==> src/rtl/hdb3_decode_ctrl_if.sv <==
// HDB3 decoder bus: line-symbol inputs (en strobe plus the two rails) and the
// decoded NRZ / status outputs. The master drives line symbols, the slave is
// the decoder.
interface hdb3_decode_ctrl_if;
  logic       en;
  logic       p_in;
  logic       n_in;
  logic       nrz_out;
  logic       nrz_valid;
  logic       v_flag;
  logic       err_flag;
  logic       lock;
  logic [7:0] err_cnt;

  modport master (
    output en, p_in, n_in,
    input  nrz_out, nrz_valid, v_flag, err_flag, lock, err_cnt
  );

  modport slave (
    input  en, p_in, n_in,
    output nrz_out, nrz_valid, v_flag, err_flag, lock, err_cnt
  );
endinterface

==> src/rtl/hdb3_decode_ctrl.sv <==
// HDB3 line decoder with code-error monitoring.
// Each en strobe samples one bipolar symbol. Marks alternate polarity; a pulse
// that repeats the current polarity is a violation (V) and marks a substituted
// 0000 group. A 4-deep window delays the decoded bits so that the B pulse of a
// B00V group can be cleared when its V arrives. Illegal symbols, successive Vs
// of equal polarity and runs of four zeros are code errors; a run of 16
// error-free symbols declares lock.
module hdb3_decode_ctrl (
  input  logic              clk,
  input  logic              rst,
  hdb3_decode_ctrl_if.slave bus
);

  // Line symbol classes, encoded as {n_in, p_in}
  typedef enum logic [1:0] {
    SYM_ZERO = 2'b00,
    SYM_POS  = 2'b01,
    SYM_NEG  = 2'b10,
    SYM_ILL  = 2'b11
  } sym_t;

  // Polarity of the last mark (pol) or the last violation (last_v)
  typedef enum logic [1:0] {
    POL_NONE = 2'b00,
    POL_POS  = 2'b01,
    POL_NEG  = 2'b10
  } pol_t;

  // Zero-run value before the 4th consecutive zero, and its saturation value
  localparam logic [2:0] ZRUN_ERR  = 3'd3;
  localparam logic [2:0] ZRUN_MAX  = 3'd4;
  // Error-free symbols needed to declare lock (run counter saturates here)
  localparam logic [4:0] RUN_LOCK  = 5'd16;
  localparam logic [7:0] ERR_CNT_MAX = 8'd255;

  // Map the two rails onto a symbol class
  function automatic sym_t classify(input logic p, input logic n);
    sym_t s;
    case ({n, p})
      2'b01:   s = SYM_POS;
      2'b10:   s = SYM_NEG;
      2'b11:   s = SYM_ILL;
      default: s = SYM_ZERO;
    endcase
    return s;
  endfunction

  // Polarity carried by a pulse symbol (only meaningful for POS/NEG)
  function automatic pol_t sym_polarity(input sym_t s);
    pol_t p;
    case (s)
      SYM_NEG: p = POL_NEG;
      default: p = POL_POS;
    endcase
    return p;
  endfunction

  // Saturating 8-bit increment for the error counter
  function automatic logic [7:0] sat_inc8(input logic [7:0] v);
    logic [7:0] r;
    if (v == ERR_CNT_MAX) begin
      r = v;
    end else begin
      r = v + 8'd1;
    end
    return r;
  endfunction

  // Polarity state machine registers
  pol_t       pol_r;
  pol_t       last_v_r;
  pol_t       pol_nxt_s;
  pol_t       last_v_nxt_s;

  // Decode window and monitors
  logic [3:0] d_r;
  logic [3:0] vd_r;
  logic [2:0] zrun_r;
  logic [4:0] run_r;
  logic [7:0] err_cnt_r;
  logic       lock_r;

  // Registered output pulses
  logic       nrz_out_r;
  logic       nrz_valid_r;
  logic       v_flag_r;
  logic       err_flag_r;

  // Combinational decode results
  sym_t       sym_s;
  pol_t       sym_pol_s;
  logic       mark_s;
  logic       viol_s;
  logic       ill_s;
  logic       vv_err_s;
  logic       zero_err_s;
  logic       err_s;
  logic [3:0] d_nxt_s;
  logic [3:0] vd_nxt_s;
  logic [2:0] zrun_nxt_s;
  logic [4:0] run_nxt_s;
  logic [7:0] err_cnt_nxt_s;
  logic       lock_nxt_s;

  // Classify the symbol on the rails
  always_comb begin
    sym_s     = classify(bus.p_in, bus.n_in);
    sym_pol_s = sym_polarity(sym_s);
  end

  // Polarity FSM next state: mark vs violation, zero run and per-symbol errors
  always_comb begin
    pol_nxt_s    = pol_r;
    last_v_nxt_s = last_v_r;
    zrun_nxt_s   = zrun_r;
    mark_s       = 1'b0;
    viol_s       = 1'b0;
    ill_s        = 1'b0;
    vv_err_s     = 1'b0;
    zero_err_s   = 1'b0;
    case (sym_s)
      SYM_POS, SYM_NEG: begin
        zrun_nxt_s = 3'd0;
        if (pol_r == sym_pol_s) begin
          // Repeated polarity: violation; two Vs in a row must alternate
          viol_s       = 1'b1;
          last_v_nxt_s = sym_pol_s;
          if (last_v_r == sym_pol_s) begin
            vv_err_s = 1'b1;
          end else begin
            vv_err_s = 1'b0;
          end
        end else begin
          mark_s    = 1'b1;
          pol_nxt_s = sym_pol_s;
        end
      end
      SYM_ZERO: begin
        if (zrun_r == ZRUN_ERR) begin
          zero_err_s = 1'b1;
        end else begin
          zero_err_s = 1'b0;
        end
        if (zrun_r < ZRUN_MAX) begin
          zrun_nxt_s = zrun_r + 3'd1;
        end else begin
          zrun_nxt_s = zrun_r;
        end
      end
      SYM_ILL: begin
        ill_s      = 1'b1;
        zrun_nxt_s = 3'd0;
      end
      default: begin
        ill_s      = 1'b1;
        zrun_nxt_s = 3'd0;
      end
    endcase
  end

  // Window shift, run/lock tracking and error counting for one accepted symbol
  always_comb begin
    err_s    = ill_s | vv_err_s | zero_err_s;
    // A V clears the bit moving into d[3]: the B of B00V (already 0 for 000V)
    d_nxt_s  = {(viol_s ? 1'b0 : d_r[2]), d_r[1], d_r[0], mark_s};
    vd_nxt_s = {vd_r[2:0], 1'b1};
    if (err_s) begin
      run_nxt_s     = 5'd0;
      lock_nxt_s    = 1'b0;
      err_cnt_nxt_s = sat_inc8(err_cnt_r);
    end else begin
      if (run_r == RUN_LOCK) begin
        run_nxt_s = run_r;
      end else begin
        run_nxt_s = run_r + 5'd1;
      end
      if (run_nxt_s == RUN_LOCK) begin
        lock_nxt_s = 1'b1;
      end else begin
        lock_nxt_s = lock_r;
      end
      err_cnt_nxt_s = err_cnt_r;
    end
  end

  // Polarity FSM state register
  always_ff @(posedge clk) begin
    if (rst) begin
      pol_r    <= POL_NONE;
      last_v_r <= POL_NONE;
    end else if (bus.en) begin
      pol_r    <= pol_nxt_s;
      last_v_r <= last_v_nxt_s;
    end else begin
      pol_r    <= pol_r;
      last_v_r <= last_v_r;
    end
  end

  // Datapath registers: windows, counters, lock and the output pulses
  always_ff @(posedge clk) begin
    if (rst) begin
      d_r         <= 4'd0;
      vd_r        <= 4'd0;
      zrun_r      <= 3'd0;
      run_r       <= 5'd0;
      err_cnt_r   <= 8'd0;
      lock_r      <= 1'b0;
      nrz_out_r   <= 1'b0;
      nrz_valid_r <= 1'b0;
      v_flag_r    <= 1'b0;
      err_flag_r  <= 1'b0;
    end else if (bus.en) begin
      d_r         <= d_nxt_s;
      vd_r        <= vd_nxt_s;
      zrun_r      <= zrun_nxt_s;
      run_r       <= run_nxt_s;
      err_cnt_r   <= err_cnt_nxt_s;
      lock_r      <= lock_nxt_s;
      nrz_out_r   <= d_r[3];
      nrz_valid_r <= vd_r[3];
      v_flag_r    <= viol_s;
      err_flag_r  <= err_s;
    end else begin
      nrz_out_r   <= 1'b0;
      nrz_valid_r <= 1'b0;
      v_flag_r    <= 1'b0;
      err_flag_r  <= 1'b0;
    end
  end

  assign bus.nrz_out   = nrz_out_r;
  assign bus.nrz_valid = nrz_valid_r;
  assign bus.v_flag    = v_flag_r;
  assign bus.err_flag  = err_flag_r;
  assign bus.lock      = lock_r;
  assign bus.err_cnt   = err_cnt_r;

endmodule

==> src/flat_wrapper.sv <==
// flat-port wrapper written by rule: the top's interface ports become plain ports
module hdb3_decode_ctrl_flat 
  (clk, rst, bus_en, bus_p_in, bus_n_in, bus_nrz_out, bus_nrz_valid, bus_v_flag, bus_err_flag, bus_lock, bus_err_cnt);
  hdb3_decode_ctrl_if bus_i ();
  input  logic clk;
  input  logic rst;
  input wire logic [$bits(bus_i.en)-1:0] bus_en;
  input wire logic [$bits(bus_i.p_in)-1:0] bus_p_in;
  input wire logic [$bits(bus_i.n_in)-1:0] bus_n_in;
  output wire logic [$bits(bus_i.nrz_out)-1:0] bus_nrz_out;
  output wire logic [$bits(bus_i.nrz_valid)-1:0] bus_nrz_valid;
  output wire logic [$bits(bus_i.v_flag)-1:0] bus_v_flag;
  output wire logic [$bits(bus_i.err_flag)-1:0] bus_err_flag;
  output wire logic [$bits(bus_i.lock)-1:0] bus_lock;
  output wire logic [$bits(bus_i.err_cnt)-1:0] bus_err_cnt;
  assign bus_i.en = bus_en;
  assign bus_i.p_in = bus_p_in;
  assign bus_i.n_in = bus_n_in;
  assign bus_nrz_out = bus_i.nrz_out;
  assign bus_nrz_valid = bus_i.nrz_valid;
  assign bus_v_flag = bus_i.v_flag;
  assign bus_err_flag = bus_i.err_flag;
  assign bus_lock = bus_i.lock;
  assign bus_err_cnt = bus_i.err_cnt;
  hdb3_decode_ctrl u_core (.clk(clk), .rst(rst), .bus(bus_i));
endmodule
==> config.mk <==
export PLATFORM = sky130hd
export DESIGN_NAME = hdb3_decode_ctrl_flat
export DESIGN_NICKNAME = d
export VERILOG_FILES = /design/src/rtl/hdb3_decode_ctrl_if.sv /design/src/rtl/hdb3_decode_ctrl.sv /design/src/flat_wrapper.sv
export SDC_FILE = /design/constraint.sdc
export NUM_CORES = 1
export LEC_CHECK = 0
export CORE_MARGIN = 3
export CORE_UTILIZATION = 43
export CTS_BUF_LIST = sky130_fd_sc_hd__clkbuf_2 sky130_fd_sc_hd__clkbuf_4 sky130_fd_sc_hd__clkbuf_8
export DETAILED_ROUTE_END_ITERATION = 8
export GPL_ROUTABILITY_DRIVEN = 0
export PLACE_DENSITY_LB_ADDON = 0.12
export SYNTH_ARGS = -nofsm -noshare
export SYNTH_HDL_FRONTEND = slang
export SYNTH_SLANG_ARGS = --single-unit
==> constraint.sdc <==
create_clock -name clk -period 2.5 [get_ports clk]
set_input_delay 0.75 -clock clk [delete_from_list [all_inputs] [get_ports clk]]
set_output_delay 0.75 -clock clk [all_outputs]
set_load 0.01 [all_outputs]
[Word level (Yosys, flattened, before mapping)]
Cells that the tools add are included.
Operators by class
  add/subtract/negate cells: 3
  $mul: 0
  divide/modulo/power cells: 0
  magnitude comparators: 1
  equality and inequality tests: 13
  shifts and indexed selects: 0
  muxes and demuxes: 20
  bitwise gates (word level): 5
  reduce and logical (&&, ||, !) cells: 10
Operators with widths (count)
  $mux W5: 3
  $mux W1: 13
  $eq A5 B5 Y1 const B: 2
  $reduce_and A3 Y1: 3
  $add A8 B1 Y8 const B: 1
  $eq A2 B2 Y1 const B: 4
  $eq A8 B8 Y1 const B: 1
  $pmux W2 S3: 1
  $pmux W3 S2: 1
  $add A5 B1 Y5 const B: 1
  $eq A2 B1 Y1 const B: 2
  $eq A2 B2 Y1: 2
  $reduce_and A2 Y1: 2
  $reduce_or A2 Y1: 2
  $add A3 B1 Y3 const B: 1
  $eq A3 B2 Y1 const B: 1
  $lt A3 B3 Y1 const B: 1
  $mux W3: 1
  $not A1 Y1: 3
  $reduce_or A3 Y1: 1
  $logic_not A2 Y1: 1
  $mux W2: 1
  $ne A2 B1 Y1 const B: 1
  $or A1 B1 Y1: 2
  $reduce_bool A2 Y1: 1
Word-level totals
  bits in registers: 33
  latch bits: 0
  RAM bits: 0
  bits in read-only memories: 0
  memories kept: 0

[Depth between registers and ports, before layout]
  depth after elaboration: 14
  mapped depth: 8
  mapped depth without buffers: 7

[Worst setup path before layout]
OpenSTA, ideal clock, no wires.
  path type: input to register
  from: in bus_n_in
  to: reg u_core.err_cnt_r[4], in the netlist u_core.bus.err_cnt[4]
  library setup time: 121 ps
  arrival time: 2256 ps
  slack: 123 ps
  stages: 8
  path buffers: 1
  cells stage by stage: inv_1 > ha_1 > and2_1 > a32o_1 > or2_1 > buf_2 > nand3_1 > mux2_2
Between the ends
  longest elaborated chain between the ends: 11
  elaborated cells between the ends (all ways): 20
Ends and longest elaborated chain
  from (decl): line flat_wrapper.sv:9  | input wire logic [$bits(bus_i.n_in)-1:0] bus_n_in;
  $eq A2 B2 Y1 or $eq A2 B1 Y1 (tied branches): line hdb3_decode_ctrl.sv:39  | case ({n, p})
  $pmux W2 S3 *: line hdb3_decode_ctrl.sv:39
  $eq A2 B2 Y1: line hdb3_decode_ctrl.sv:51, hdb3_decode_ctrl.sv:121
  $mux W2: line hdb3_decode_ctrl.sv:51  | case (s)
  $eq A2 B2 Y1: line hdb3_decode_ctrl.sv:128  | if (last_v_r == sym_pol_s) begin
  $mux W1: line hdb3_decode_ctrl.sv:128
  $mux W1: line hdb3_decode_ctrl.sv:124  | if (pol_r == sym_pol_s) begin
  $mux W1: line hdb3_decode_ctrl.sv:121  | case (sym_s)
  $or A1 B1 Y1: line hdb3_decode_ctrl.sv:163  | err_s = ill_s | vv_err_s | zero_err_s;
  $or A1 B1 Y1 *: line hdb3_decode_ctrl.sv:163
  $reduce_and A3 Y1 (no line) *
  to (signal assigned): line hdb3_decode_ctrl.sv:218  | err_cnt_r <= err_cnt_nxt_s;
  to (decl): line hdb3_decode_ctrl.sv:80  | logic [7:0] err_cnt_r;
Mark *: on every way between the ends. The rest lies on a longest branch, timed or not.
A chain may end at the register's enable or synchronous reset.

[Worst setup path after layout]
Ends and elaborated chain as after synthesis.

==> out/qor.csv <==
stage,metric,value,unit
floorplanning,Die Ht,65.8,um
power,clock network fraction of total power,0.433,
setup_path,WP data required,2.74,ns
global_route,GR Util met1,0.196,
drt,residual DRC count,0,
global_route,largest net degree at the start of global routing,26,
placement,DP Worst Slack,-0.358,ns
power,PD cells,581,mW/mm^2
synth,mapped cell area,0.00154,sq mm
sta,slew margin rel.,0.817,
floorplanning,site row count,21,
sta,maximum clock frequency,466,MHz
floorplanning,Core Region,0.00339,sq mm
clock_network,hold_buf cts,0,
floorplanning,Top-Level Pins,18,
sta,Worst Max-Slew Pin Slew,0.271,ns
synth,Post-synth EDFFs,0,
synth,Synth Register Bits,33,
outcome,outcome,completed,
sta,Tmin final,2.14,ns
drt,Initial DRC Count,37,
clock_network,Worst-Skew Late Latency,0.34,ns
clock_network,clk sinks,33,
clock_network,# H-tree levels,2,
setup_path,Critical Path Source Type,input port,
drt,total wire length,3120,um
clock_network,CTS tree,built,
power,net switching power,0.000253,W
synth,ys async rst share,0,
synth,Mapped Cells,172,
synth,Ys Warns,0,
power,Leakage,0.812,nW
floorplanning,initial core utilization,0.454,
power,Net Sw Frac,0.219,
clock_network,CTS root buf,clkbuf_4,
job,max-cap violation count,0,
setup_path,CP Data Arrival Time,2.38,ns
global_route,global routing met3 resource utilization,0.0544,
worst_hold_path,Hold Path Class,reg -> reg,
drt,vias,1316,
finish,Layout fillers,315,
finish,synthesis-to-layout area growth,28.9,%
synth,syn_area_per_cell,8.95,sq um
finish,nets,218,
setup_path,Critical Path Fanout Max,3,
clock_network,total CTS buffers,5,
global_route,vias in the first global route,1310,
clock_network,clk slew on worst S/H paths,0.11,ns
power,VDD IR-drop max,0.000349,V
sta,final slew viol count,0,
clock_network,Max Buffers Root-to-Sink,2,
global_route,GRT Overall Usage,0.167,
drt,antenna-violating nets left,0,
sta,RSZ-0062 raised after global routing,false,
setup_path,CP Capture Type,flop,
placement,Post-DP HPWL,2280,um
synth,share of the yosys chip area belonging to registers,0.429,
finish,# diodes,0,
global_route,first-pass GRT wire length,5600,um
floorplanning,die span in x,65.8,um
sta,Setup Skew,0.00408,ns
global_route,GRT busiest layer,met2,
sta,final hold vios,0,
placement,IO buf count,17,
finish,most frequent cells in the layout,"dfxtp_1, buf_4, nor2_1, a21oi_1, clkdlybuf4s50_1",
drt,vias per cell,5.22,
sta,setup-violating endpoint count in the final report,0,
drt,first-pass iteration count of the detailed router,4,
global_route,Congestion Overflow GR,0,
finish,"most common cell after layout, fill and taps aside",dfxtp_1,
power,sequential fraction of design power,0.476,
sta,final setup margin,0.355,ns
power,Internal Power,0.000901,W
finish,Layout Utilization,0.585,
sta,final worst-path cycle share,0.858,
synth,main flop type after synthesis,dfxtp_1,
global_route,met2 GRT Util,0.265,
floorplanning,Die ar.,0.00433,sq mm
global_route,antenna violations before repair,0,
drt,wire per inst,12.4,um
power,Comb pwr share,0.091,
finish,layout cells sized above 1,0.155,
synth,syn_nets,185,
setup_path,Setup CP Type,in -> reg,
synth,Yosys cell types,42,
==> sequential cells by signal (all words and copies together), names as in the netlist <==
signal                cells
u_core.bus.lock           1
u_core.d_r                4
u_core.run_r              5
u_core.vd_r               4
u_core.bus.nrz_out        1
u_core.bus.err_flag       1
u_core.zrun_r             3
u_core.pol_r              2
u_core.bus.nrz_valid      1
u_core.bus.v_flag         1
u_core.bus.err_cnt        8
u_core.last_v_r           2
==> power groups by stage <==
stage                     combinational, W  clock, W  sequential (W)
after global routing              0.000118  0.000527        0.000552
after floorplan                  0.0000595         0        0.000559
after global placement           0.0000996         0        0.000560
after CTS                         0.000104  0.000506        0.000549
after detailed placement          0.000103         0        0.000562
final                             0.000105  0.000499        0.000549
==> worst max-delay path: stages <==
cell and delay (ns):
dlymetal6s2s_1 0.13, inv_1 0.06, ha_1 0.30, and2_4 0.17, a32o_2 0.29, or2_1 0.25, nand3_1 0.09, mux2_2 0.33
==> final cells by class <==
cell class	count	area, sq um	share of cell area
clock buffers	5	37.5	0.0189
inverters	8	30.0	0.0151
clock inverters	3	65.1	0.0328
well taps	46	57.6	0.0290
flip-flops and latches	33	661	0.333
multi-input cells	123	831	0.419
repair buffers	34	303	0.153
==> timing repair <==
action / 4_1_cts / 5_1_grt
gates resized for setup: 0 / 6
setup endpoints to repair: 0 / 6
buffers inserted: 0 / 1
==> worst paths after layout <==
| check | startpoint | end | slack (ns) | cells past startpoint |
|---|---|---|---|---|
| worst max-delay path | bus_n_in | u_core.bus.err_cnt[4]$_SDFFE_PP0P_ | 0.36 | 8 |
| worst min register to register | u_core.zrun_r[1]$_SDFFE_PP0P_ | u_core.zrun_r[1]$_SDFFE_PP0P_ | 0.47 | 2 |
| worst min-delay path | u_core.zrun_r[1]$_SDFFE_PP0P_ | u_core.zrun_r[1]$_SDFFE_PP0P_ | 0.47 | 2 |
| worst max register to register | u_core.zrun_r[0]$_SDFFE_PP0P_ | u_core.bus.err_cnt[4]$_SDFFE_PP0P_ | 0.53 | 7 |
==> cells in the mapped netlist (2+ instances only) <==
cell / n / share of area
a21oi_1: 15 / 0.049
and2_1: 2 / 0.0081
and3b_1: 3 / 0.017
clkbuf_1: 6 / 0.015
dfxtp_1: 33 / 0.43
ha_1: 8 / 0.065
inv_1: 8 / 0.020
mux2i_1: 8 / 0.052
nand2_1: 10 / 0.024
nand2b_1: 5 / 0.020
nand3_1: 7 / 0.023
nand4_1: 3 / 0.012
nor2_1: 16 / 0.039
nor2b_1: 2 / 0.0081
nor3_1: 7 / 0.023
nor3b_1: 2 / 0.0098
o21ai_0: 5 / 0.016
o41ai_1: 2 / 0.011
or3_1: 2 / 0.0081
or4_1: 2 / 0.0098
xnor2_1: 4 / 0.023
xor2_1: 2 / 0.011
==> metrics by stage <==
step / instances / hold slack, ns / TNS [ns] / power, W / instance area, sq um
detailed placement: 243 / 0.457 / -3.23 / 0.000665 / 1860
global route: 252 / 0.502 / 0 / 0.00120 / 1980
floorplan: 172 / 0.434 / 0 / 0.000619 / 1540
CTS: 251 / 0.474 / 0 / 0.00116 / 1960
global placement: 243 / 0.444 / -2.56 / 0.000660 / 1860
finish: 252 / 0.474 / 0 / 0.00115 / 1980
==> cells by family after synthesis <==
group                    count (synthesis)  synth area share
AO/OA/AOI/OAI                           30             0.118
XOR/XNOR                                 6            0.0341
adder cells (fa/ha/maj)                  8            0.0650
buffers and inverters                   16            0.0398
flip-flops                              33             0.429
multiplexers                             9            0.0594
AND/OR/NAND/NOR                         70             0.254
==> per-layer routing <==
layer / part of all wire / vias to the layer above
met5: 0 / -
met4: 0.027 / 0
met3: 0.029 / 12
met2: 0.49 / 17
met1: 0.45 / 611
li1: - / 676
Note: power is estimated with default switching activity, not from simulation.
